==> src/rtl/fp_mant_divider_pkg.sv <==
// fp_div_pkg: constants and types shared between the floating-point divide
// controller and the mantissa divider.
//   MANT_W / FRAC_W      mantissa width with and without the hidden bit
//   REM_W / CNT_W        partial remainder and iteration counter widths
//   OTHER_*_BIT          bit positions of the other_out status flags
//   div_state_e          one-hot divider FSM states
package fp_div_pkg;

    localparam int unsigned MANT_W = 24;
    localparam int unsigned FRAC_W = MANT_W - 1;
    localparam int unsigned REM_W  = MANT_W + 1;
    localparam int unsigned CNT_W  = 5;

    localparam int unsigned OTHER_ZERO_BIT = 1;
    localparam int unsigned OTHER_NORM_BIT = 0;

    typedef enum logic [3:0] {
        IDLE = 4'b0001,
        LOAD = 4'b0010,
        ITER = 4'b0100,
        DONE = 4'b1000
    } div_state_e;

endpackage

==> src/rtl/fp_mant_divider_if.sv <==
// fp_mant_divider_if: request/response bundle between the divide controller
// (master) and the mantissa divider (slave).
//   trig        start pulse
//   data1_in    dividend mantissa {1,frac} or 0
//   data2_in    divisor mantissa {1,frac} or 0
//   result_out  quotient fraction, hidden bit dropped
//   other_out   {zero, quotient<1}
//   vld         one-cycle result strobe
//   busy        divider is not idle
interface fp_mant_divider_if;
    import fp_div_pkg::*;

    logic              trig;
    logic [MANT_W-1:0] data1_in;
    logic [MANT_W-1:0] data2_in;
    logic [FRAC_W-1:0] result_out;
    logic [1:0]        other_out;
    logic              vld;
    logic              busy;

    modport master (
        output trig, data1_in, data2_in,
        input  result_out, other_out, vld, busy
    );

    modport slave (
        input  trig, data1_in, data2_in,
        output result_out, other_out, vld, busy
    );

endinterface

==> src/rtl/fp_mant_divider_step.sv <==
// mant_div_step: one restoring-division step, purely combinational.
//   rem       current partial remainder (always < 2*b)
//   b         divisor mantissa
//   q_bit     quotient bit produced by this step
//   rem_next  partial remainder for the next step, already shifted left
module mant_div_step
    import fp_div_pkg::*;
(
    input  logic [REM_W-1:0]  rem,
    input  logic [MANT_W-1:0] b,
    output logic              q_bit,
    output logic [REM_W-1:0]  rem_next
);

    logic [REM_W-1:0] b_ext;
    logic [REM_W-1:0] diff;

    always_comb begin
        b_ext    = {1'b0, b};
        diff     = rem - b_ext;
        q_bit    = (rem >= b_ext);
        // rem < 2*b keeps both shifted values inside REM_W bits
        rem_next = q_bit ? (diff << 1) : (rem << 1);
    end

endmodule

==> src/rtl/fp_mant_divider.sv <==
// fp_mant_divider: iterative restoring divider for 24-bit single-precision
// mantissas. Produces a truncated 23-bit normalized quotient fraction, a
// quotient<1 flag (caller decrements exponent) and a zero-result flag.
//   sys_clk    clock, rising edge
//   sys_rst_n  asynchronous active-low reset
//   bus        fp_mant_divider_if slave: trig/data1_in/data2_in in,
//              result_out/other_out/vld/busy out
module fp_mant_divider
    import fp_div_pkg::*;
(
    input  logic                sys_clk,
    input  logic                sys_rst_n,
    fp_mant_divider_if.slave    bus
);

    div_state_e        state;
    logic [MANT_W-1:0] a_r;
    logic [MANT_W-1:0] b_r;
    logic [REM_W-1:0]  rem;
    logic [FRAC_W-1:0] q;
    logic [CNT_W-1:0]  cnt;
    logic              zero_r;
    logic              norm_r;

    logic              q_bit;
    logic [REM_W-1:0]  rem_next;

    mant_div_step u_step (
        .rem      (rem),
        .b        (b_r),
        .q_bit    (q_bit),
        .rem_next (rem_next)
    );

    always_ff @(posedge sys_clk or negedge sys_rst_n) begin
        if (!sys_rst_n) begin
            state          <= IDLE;
            a_r            <= '0;
            b_r            <= '0;
            rem            <= '0;
            q              <= '0;
            cnt            <= '0;
            zero_r         <= 1'b0;
            norm_r         <= 1'b0;
            bus.result_out <= '0;
            bus.other_out  <= '0;
            bus.vld        <= 1'b0;
            bus.busy       <= 1'b0;
        end else begin
            bus.vld <= 1'b0;
            case (state)
                IDLE: begin
                    if (bus.trig) begin
                        a_r      <= bus.data1_in;
                        b_r      <= bus.data2_in;
                        bus.busy <= 1'b1;
                        state    <= LOAD;
                    end
                end
                LOAD: begin
                    if (a_r == '0 || b_r == '0) begin
                        zero_r <= 1'b1;
                        norm_r <= 1'b0;
                        state  <= DONE;
                    end else begin
                        zero_r <= 1'b0;
                        // pre-shift a small dividend so the quotient MSB lands at bit 23
                        if (a_r < b_r) begin
                            norm_r <= 1'b1;
                            rem    <= {a_r, 1'b0};
                        end else begin
                            norm_r <= 1'b0;
                            rem    <= {1'b0, a_r};
                        end
                        q     <= '0;
                        cnt   <= '0;
                        state <= ITER;
                    end
                end
                ITER: begin
                    // q holds only the fraction: the always-1 hidden bit shifts out the top
                    q   <= {q[FRAC_W-2:0], q_bit};
                    rem <= rem_next;
                    cnt <= cnt + 1'b1;
                    if (cnt == CNT_W'(MANT_W - 1)) begin
                        state <= DONE;
                    end
                end
                DONE: begin
                    bus.result_out <= zero_r ? '0 : q;
                    bus.other_out[OTHER_ZERO_BIT] <= zero_r;
                    bus.other_out[OTHER_NORM_BIT] <= norm_r;
                    bus.vld        <= 1'b1;
                    bus.busy       <= 1'b0;
                    state          <= IDLE;
                end
                default: begin
                    state    <= IDLE;
                    bus.busy <= 1'b0;
                end
            endcase
        end
    end

endmodule

==> src/flat_wrapper.sv <==
// flat-port wrapper written by rule: the top's interface ports become plain ports
module fp_mant_divider_flat import fp_div_pkg::*;
  (sys_clk, sys_rst_n, bus_trig, bus_data1_in, bus_data2_in, bus_result_out, bus_other_out, bus_vld, bus_busy);
  fp_mant_divider_if bus_i ();
  input  logic sys_clk;
  input  logic sys_rst_n;
  input wire logic [$bits(bus_i.trig)-1:0] bus_trig;
  input wire logic [$bits(bus_i.data1_in)-1:0] bus_data1_in;
  input wire logic [$bits(bus_i.data2_in)-1:0] bus_data2_in;
  output wire logic [$bits(bus_i.result_out)-1:0] bus_result_out;
  output wire logic [$bits(bus_i.other_out)-1:0] bus_other_out;
  output wire logic [$bits(bus_i.vld)-1:0] bus_vld;
  output wire logic [$bits(bus_i.busy)-1:0] bus_busy;
  assign bus_i.trig = bus_trig;
  assign bus_i.data1_in = bus_data1_in;
  assign bus_i.data2_in = bus_data2_in;
  assign bus_result_out = bus_i.result_out;
  assign bus_other_out = bus_i.other_out;
  assign bus_vld = bus_i.vld;
  assign bus_busy = bus_i.busy;
  fp_mant_divider u_core (.sys_clk(sys_clk), .sys_rst_n(sys_rst_n), .bus(bus_i));
endmodule
==> config.mk <==
export PLATFORM = sky130hd
export DESIGN_NAME = fp_mant_divider_flat
export DESIGN_NICKNAME = d
export VERILOG_FILES = /design/src/rtl/fp_mant_divider_pkg.sv /design/src/rtl/fp_mant_divider_if.sv /design/src/rtl/fp_mant_divider_step.sv /design/src/rtl/fp_mant_divider.sv /design/src/flat_wrapper.sv
export SDC_FILE = /design/constraint.sdc
export NUM_CORES = 1
export LEC_CHECK = 0
export CORE_MARGIN = 2
export CORE_UTILIZATION = 55
export CTS_BUF_LIST = sky130_fd_sc_hd__clkbuf_2
export DETAILED_ROUTE_END_ITERATION = 8
export GPL_ROUTABILITY_DRIVEN = 0
export PLACE_DENSITY = 0.77
export SYNTH_ARGS = -nofsm -noshare
export SYNTH_HDL_FRONTEND = slang
export SYNTH_SLANG_ARGS = --single-unit
==> constraint.sdc <==
create_clock -name sys_clk -period 7.85 [get_ports sys_clk]
set_input_delay 1.1775 -clock sys_clk [delete_from_list [all_inputs] [get_ports sys_clk]]
set_output_delay 1.1775 -clock sys_clk [all_outputs]
set_load 0.05 [all_outputs]
After elaboration in Yosys (flattened, before gate mapping)

Cells that the tools add are included.

Input bits: 51
Register bits: 134
Word-level logic and storage cells: 53

Magnitude comparators: 2
Mux-type cells: 19
Eq/ne operators: 8
Add/sub/neg operators: 2
Reductions and logical operators: 9
Bitwise logic cells: 1

Operators by type and width:

| kind                                                                    | count |
|---|---|
| 25-bit two-way mux                                                      | 3 |
| 25-bit one-hot mux with 2 select lines                                  | 1 |
| 24-bit zero test                                                        | 2 |
| 23-bit two-way mux                                                      | 2 |
| 23-bit one-hot mux with 2 select lines                                  | 1 |
| 25-bit by 24-bit greater-or-equal comparator with 1-bit output          | 1 |
| 24-bit < comparator                                                     | 1 |
| 24-bit subtractor                                                       | 1 |
| 4-bit two-way mux                                                       | 3 |
| 4-bit one-hot mux with 3 select lines                                   | 1 |
| 5-bit one-hot mux with 2 select lines                                   | 1 |
| 2-bit AND reduction                                                     | 4 |
| 5-bit by 1-bit adder with 5-bit output, second input constant           | 1 |
| 5-bit == test, second input constant                                    | 1 |
| 1-bit two-way mux                                                       | 5 |
| 5-bit two-way mux                                                       | 1 |
| 4-bit by 1-bit == test with 1-bit output, second input constant         | 1 |
| 4-bit by 2-bit == test with 1-bit output, second input constant         | 1 |
| 4-bit by 3-bit == test with 1-bit output, second input constant         | 1 |
| 4-bit == test, second input constant                                    | 1 |
| 2-bit inequality test, second input constant                            | 2 |
| 2-bit by 1-bit inequality test with 1-bit output, second input constant | 1 |
| 1-bit one-hot mux with 2 select lines                                   | 1 |
| 2-bit nonzero test                                                      | 1 |
| 3 further kinds                                                         | 3 |

Depth between registers and ports, before layout

Depth after elaboration: 4
Mapped depth: 13
Gate-level depth less buffers: 12

By module

From an unflattened synthesis, not the netlist that was laid out.

Cell total of the unflattened synthesis: 920
Area, all modules: 8,146.6 um^2

By module, submodules not included:

| module          | times used | cells an instance | area each (um^2) | sequential area each (um^2) |
|---|---|---|---|---|
| fp_mant_divider | 1          | 666               | 6,403.6          | 3,354.5 |
| mant_div_step   | 1          | 254               | 1,742.9          | 0.0 |

Least setup slack after synthesis

Ideal clock, no wire load.

Kind: reg2reg
Start: reg u_core.b_r[0]
End: reg u_core.rem[21]
Clock period less this slack: 2.604 ns
Arrival time: 2.477 ns
Path buffers: 0
Cell stages (with the launch flop): 12
Setup slack: 5.246 ns
Data required time: 7.723 ns
Path through: dfrtp_1 ha_1 fa_1 nor2b_1 o31a_1 a31oi_1 a21oi_1 a211oi_1 nor3_1 xnor2_1 a21oi_1 or2_2

Longest elaborated chain between the ends: 4

Ends and longest elaborated chain:

| what                                                                          | RTL line                                     | text |
|---|---|---|
| from (decl)                                                                   | fp_mant_divider.sv:18                        | `logic [MANT_W-1:0] b_r;` |
| from (signal assigned)                                                        | fp_mant_divider.sv:55                        | `b_r <= bus.data2_in;` |
| 24-bit < comparator or 24-bit zero test (tied branches)                       | fp_mant_divider.sv:68, fp_mant_divider.sv:61 |  |
| 25-bit two-way mux or 1-bit logical OR (tied branches)                        | fp_mant_divider.sv:68, fp_mant_divider.sv:61 |  |
| 25-bit two-way mux or 2-bit inequality test (tied branches)                   | n/a                                          |  |
| 25-bit one-hot mux with 2 select lines or 2-bit AND reduction (tied branches) | n/a                                          |  |
| to (signal assigned)                                                          | fp_mant_divider.sv:70                        | `rem <= {a_r, 1'b0};` |
| to (signal assigned)                                                          | fp_mant_divider.sv:73                        | `rem <= {1'b0, a_r};` |
| to (signal assigned)                                                          | fp_mant_divider.sv:83                        | `rem <= rem_next;` |
| to (decl)                                                                     | fp_mant_divider.sv:19                        | `logic [REM_W-1:0] rem;` |

Several ways; a longest one is shown, not always the timed one. The select of a mux whose other input is x is not followed.
A chain may end at the register's enable or synchronous reset.

Worst setup path after layout

Ends and elaborated chain as after synthesis.

==> impl_metrics.env <==
export IMPL_status="completed"
export IMPL_r2r_start="u_core.b_r[0]"
export IMPL_final_nets=1062
export IMPL_worstMarginPinSlew_ps=1020
export IMPL_die_h_um=123.0
export IMPL_dr_pass1_iters=6
export IMPL_cts_sinks=134
export IMPL_dp_hpwl_mm=12.99
export IMPL_routed_via_density=5.673
export IMPL_synth_flop_cell="dfrtp_1"
export IMPL_avgSynthCellArea_sq_um=8.572
export IMPL_critPathSlowestCell="dfrtp_1"
export IMPL_tns_ps=0
export IMPL_dieArea_sq_mm=0.01512
export IMPL_grt_first_pass_wirelength_mm=30.21
export IMPL_cts_clk_slew_worst_paths_ps=200
export IMPL_post_route_period_util=0.4117
export IMPL_routedWlPerCell_um=15.88
export IMPL_grt_total_usage=0.2567
export IMPL_seq_area_frac_synth=0.4310
export IMPL_post_cts_buffers=0
export IMPL_vdd_drop_max_mv=0.2730
export IMPL_seqCellArea_sq_mm=0.003354
export IMPL_drv_slew=0
export IMPL_hp_class="flip-flop to flip-flop"
export IMPL_drive_above_1_share=0.04923
export IMPL_drt_iter0_drc=583
export IMPL_postRouteAntennaNets=0
export IMPL_crit_arrival_ps=3860
export IMPL_grt_max_degree=76
export IMPL_core_sq_mm=0.01383
export IMPL_fin_util=0.6422
export IMPL_cts_buffers_inserted=17
export IMPL_post_cts_resized=0
export IMPL_num_antenna_cells=0
export IMPL_holdBufCountCts=0
export IMPL_cp_start_kind="flip-flop"
export IMPL_max_freq_ghz=0.3094
export IMPL_hold_viol=0
export IMPL_nFillCells=1179
export IMPL_ys_warnings_count=0
export IMPL_hold_end="u_core.bus.other_out[1]"
export IMPL_synth_seq_cells=134
export IMPL_overflow=0
export IMPL_worst_path_most_repeated_cell="a21oi_1"
export IMPL_crit_required_ps=8480
export IMPL_cts_buffer_depth=2
export IMPL_hp_start="u_core.bus.other_out[1]"
export IMPL_cp_max_fo=6
export IMPL_initial_utilization=0.5629
export IMPL_htree_levels=4
export IMPL_pin_count=78
export IMPL_die_width_um=123.0
export IMPL_syn2layout_area_growth_pct=14.08
export IMPL_clockRootBuffer="clkbuf_2"
export IMPL_ys_async_sr_fraction=1.000
export IMPL_clock_latency_ps=730
export IMPL_drc_errors=0
export IMPL_min_period_ps=3232
export IMPL_cap_violations=0
export IMPL_synth_edf_count=0
export IMPL_power_leakage_uw=0.004197
export IMPL_holdWs_ps=497.6
export IMPL_path_class="flip-flop to flip-flop"
export IMPL_power_density_mw_per_mm2=449.9
export IMPL_end_kind="flip-flop"
export IMPL_tritoncts="done"
export IMPL_vias=6552
export IMPL_std_cell_rows=43
export IMPL_stdcell_area_sq_mm=0.008880
export IMPL_skew_ps=27.58
export IMPL_syn_num_nets=1008
export IMPL_rsz0062_at_grt="no"
export IMPL_slowest_delay_ps=500
export IMPL_postSynthCellCount=908
export IMPL_placed_cell_area_sq_mm=0.008621
export IMPL_r2r_cells=11
export IMPL_multi_input_area_sq_mm=0.004085
export IMPL_crit_chain="ha_1 -> fa_1 -> nor2b_1 -> o31a_1 -> a31oi_1 -> a21oi_1 -> a211oi_1 -> nor3_1 -> xnor2_1 -> a21oi_1 -> or2_2"
export IMPL_relSlewSlack=0.3192
export IMPL_grt_pass1_vias=6229
export IMPL_antenna_found_initial=0
export IMPL_io_buffers=77
export IMPL_synth_cell_type_count=56
export IMPL_r2r_end="u_core.rem[21]"
export IMPL_drt_wl_total_mm=18.34
export IMPL_holdPathStages=2
export IMPL_netlist_area_sq_mm=0.007784
export IMPL_setup_viol=0
export IMPL_r2r_slack_ps=4620
==> logic make-up (layout without fill, tap and decap cells) <==
family	Yosys count	count (layout)	share of synthesized area
XOR/XNOR	19	19	0.02138
multiplexers	27	27	0.03488
adder cells (fa/ha/maj)	49	49	0.07973
flip-flops	134	134	0.4310
AO/OA/AOI/OAI	254	254	0.1919
AND/OR/NAND/NOR	340	340	0.1964
buffers and inverters	85	152	0.04469
==> layout make-up <==
type | instances | share of cell area
multi-input combinational | 689 | 0.4601
timing repair buffer | 84 | 0.09243
sequential | 134 | 0.3778
tap | 180 | 0.02536
clock buffer | 17 | 0.009582
clock inverter | 15 | 0.01959
inverter | 36 | 0.01522
==> metal layers <==
metal | up-vias | track usage | routed length, um
met2 | 179 | 0.4299 | 8950
li1 | 3265 | - | -
met3 | 41 | 0.05074 | 773
met4 | 0 | 0.09124 | 524
met1 | 3067 | 0.3316 | 8088
met5 | - | 0 | 0
==> how the worst max path moves through the flow <==
stage,from,to,depth (start not counted)
global route,u_core.b_r[8],u_core.rem[16],12
detailed placement,bus_trig,u_core.b_r[18],6
finish,u_core.b_r[0],u_core.rem[21],11
floorplan,u_core.b_r[0],u_core.rem[21],11
CTS,u_core.bus.busy,bus_busy,1
global placement,bus_trig,u_core.b_r[22],6
==> cells in the final DEF, fill, tap and decap left out, types with 3 or more instances in the layout <==
master and n:
clkbuf_2 17, nor2b_1 7, bufinv_16 3, nand2b_1 27
or2_2 4, xor2_1 7, o21ai_0 127, nand4_1 8
nand3b_1 3, a21oi_1 45, inv_1 35, clkdlybuf4s50_1 76
o211ai_1 7, buf_4 8, a21o_1 35, xnor2_1 12
nand2_1 216, a31oi_1 9, dfrtp_1 133, ha_1 48
mux2i_1 26, nand3_1 11, nor4_1 13, nor2_1 19
clkinv_1 3, a211o_1 4, inv_6 5, or3_1 5
o21bai_1 3, o21a_1 5, nor3_1 14
==> worst max-delay path: cells and delay by family, from the launching register on <==
kind            cells  cell delay, ps
compound gates      5            1050
simple gates        3             790
fa+ha+maj           2             630
flops               1             500
xor+xnor            1             170
==> synth_stat cells (4+ instances only) <==
library cell | n | area, sq um
nand2_1 | 216 | 810.8
mux2i_1 | 26 | 260.3
nor4_1 | 13 | 81.33
nor2_1 | 20 | 75.07
a211o_1 | 4 | 35.03
xnor2_1 | 12 | 105.1
o211ai_1 | 7 | 52.55
xor2_1 | 7 | 61.31
a21o_1 | 35 | 262.8
nand4_1 | 8 | 50.05
a31oi_1 | 9 | 56.30
ha_1 | 48 | 600.6
a21oi_1 | 45 | 225.2
or3_1 | 5 | 31.28
clkbuf_1 | 43 | 161.4
nand3_1 | 11 | 55.05
nand2b_1 | 27 | 168.9
dfrtp_1 | 133 | 3328
o21ai_0 | 127 | 635.6
inv_1 | 35 | 131.4
nor2b_1 | 7 | 43.79
o21a_1 | 5 | 37.54
or2_2 | 4 | 25.02
nor3_1 | 14 | 70.07
==> sequential cells by signal, indices dropped and copies added (netlist names) <==
name and flops:
u_core.a_r 24, u_core.b_r 24, u_core.bus.busy 1, u_core.bus.other_out 2, u_core.bus.result_out 23, u_core.bus.vld 1
u_core.cnt 5, u_core.norm_r 1, u_core.q 23, u_core.rem 25, u_core.state 4, u_core.zero_r 1
==> power breakdown <==
group	switching (uW)	internal, uW
combinational	1380	1020
sequential	237	899
clock	271	180
==> per-stage QoR <==
step,instances,power [uW],worst slack [ps]
2_1_floorplan,908,3013,5246
3_3_place_gp,1123,3458,4480
3_5_place_dp,1123,3518,4384
4_1_cts,1155,3981,4668
5_1_grt,1155,4364,4358
6_report,1155,3995,4618
(Power assumes the default switching activity.)
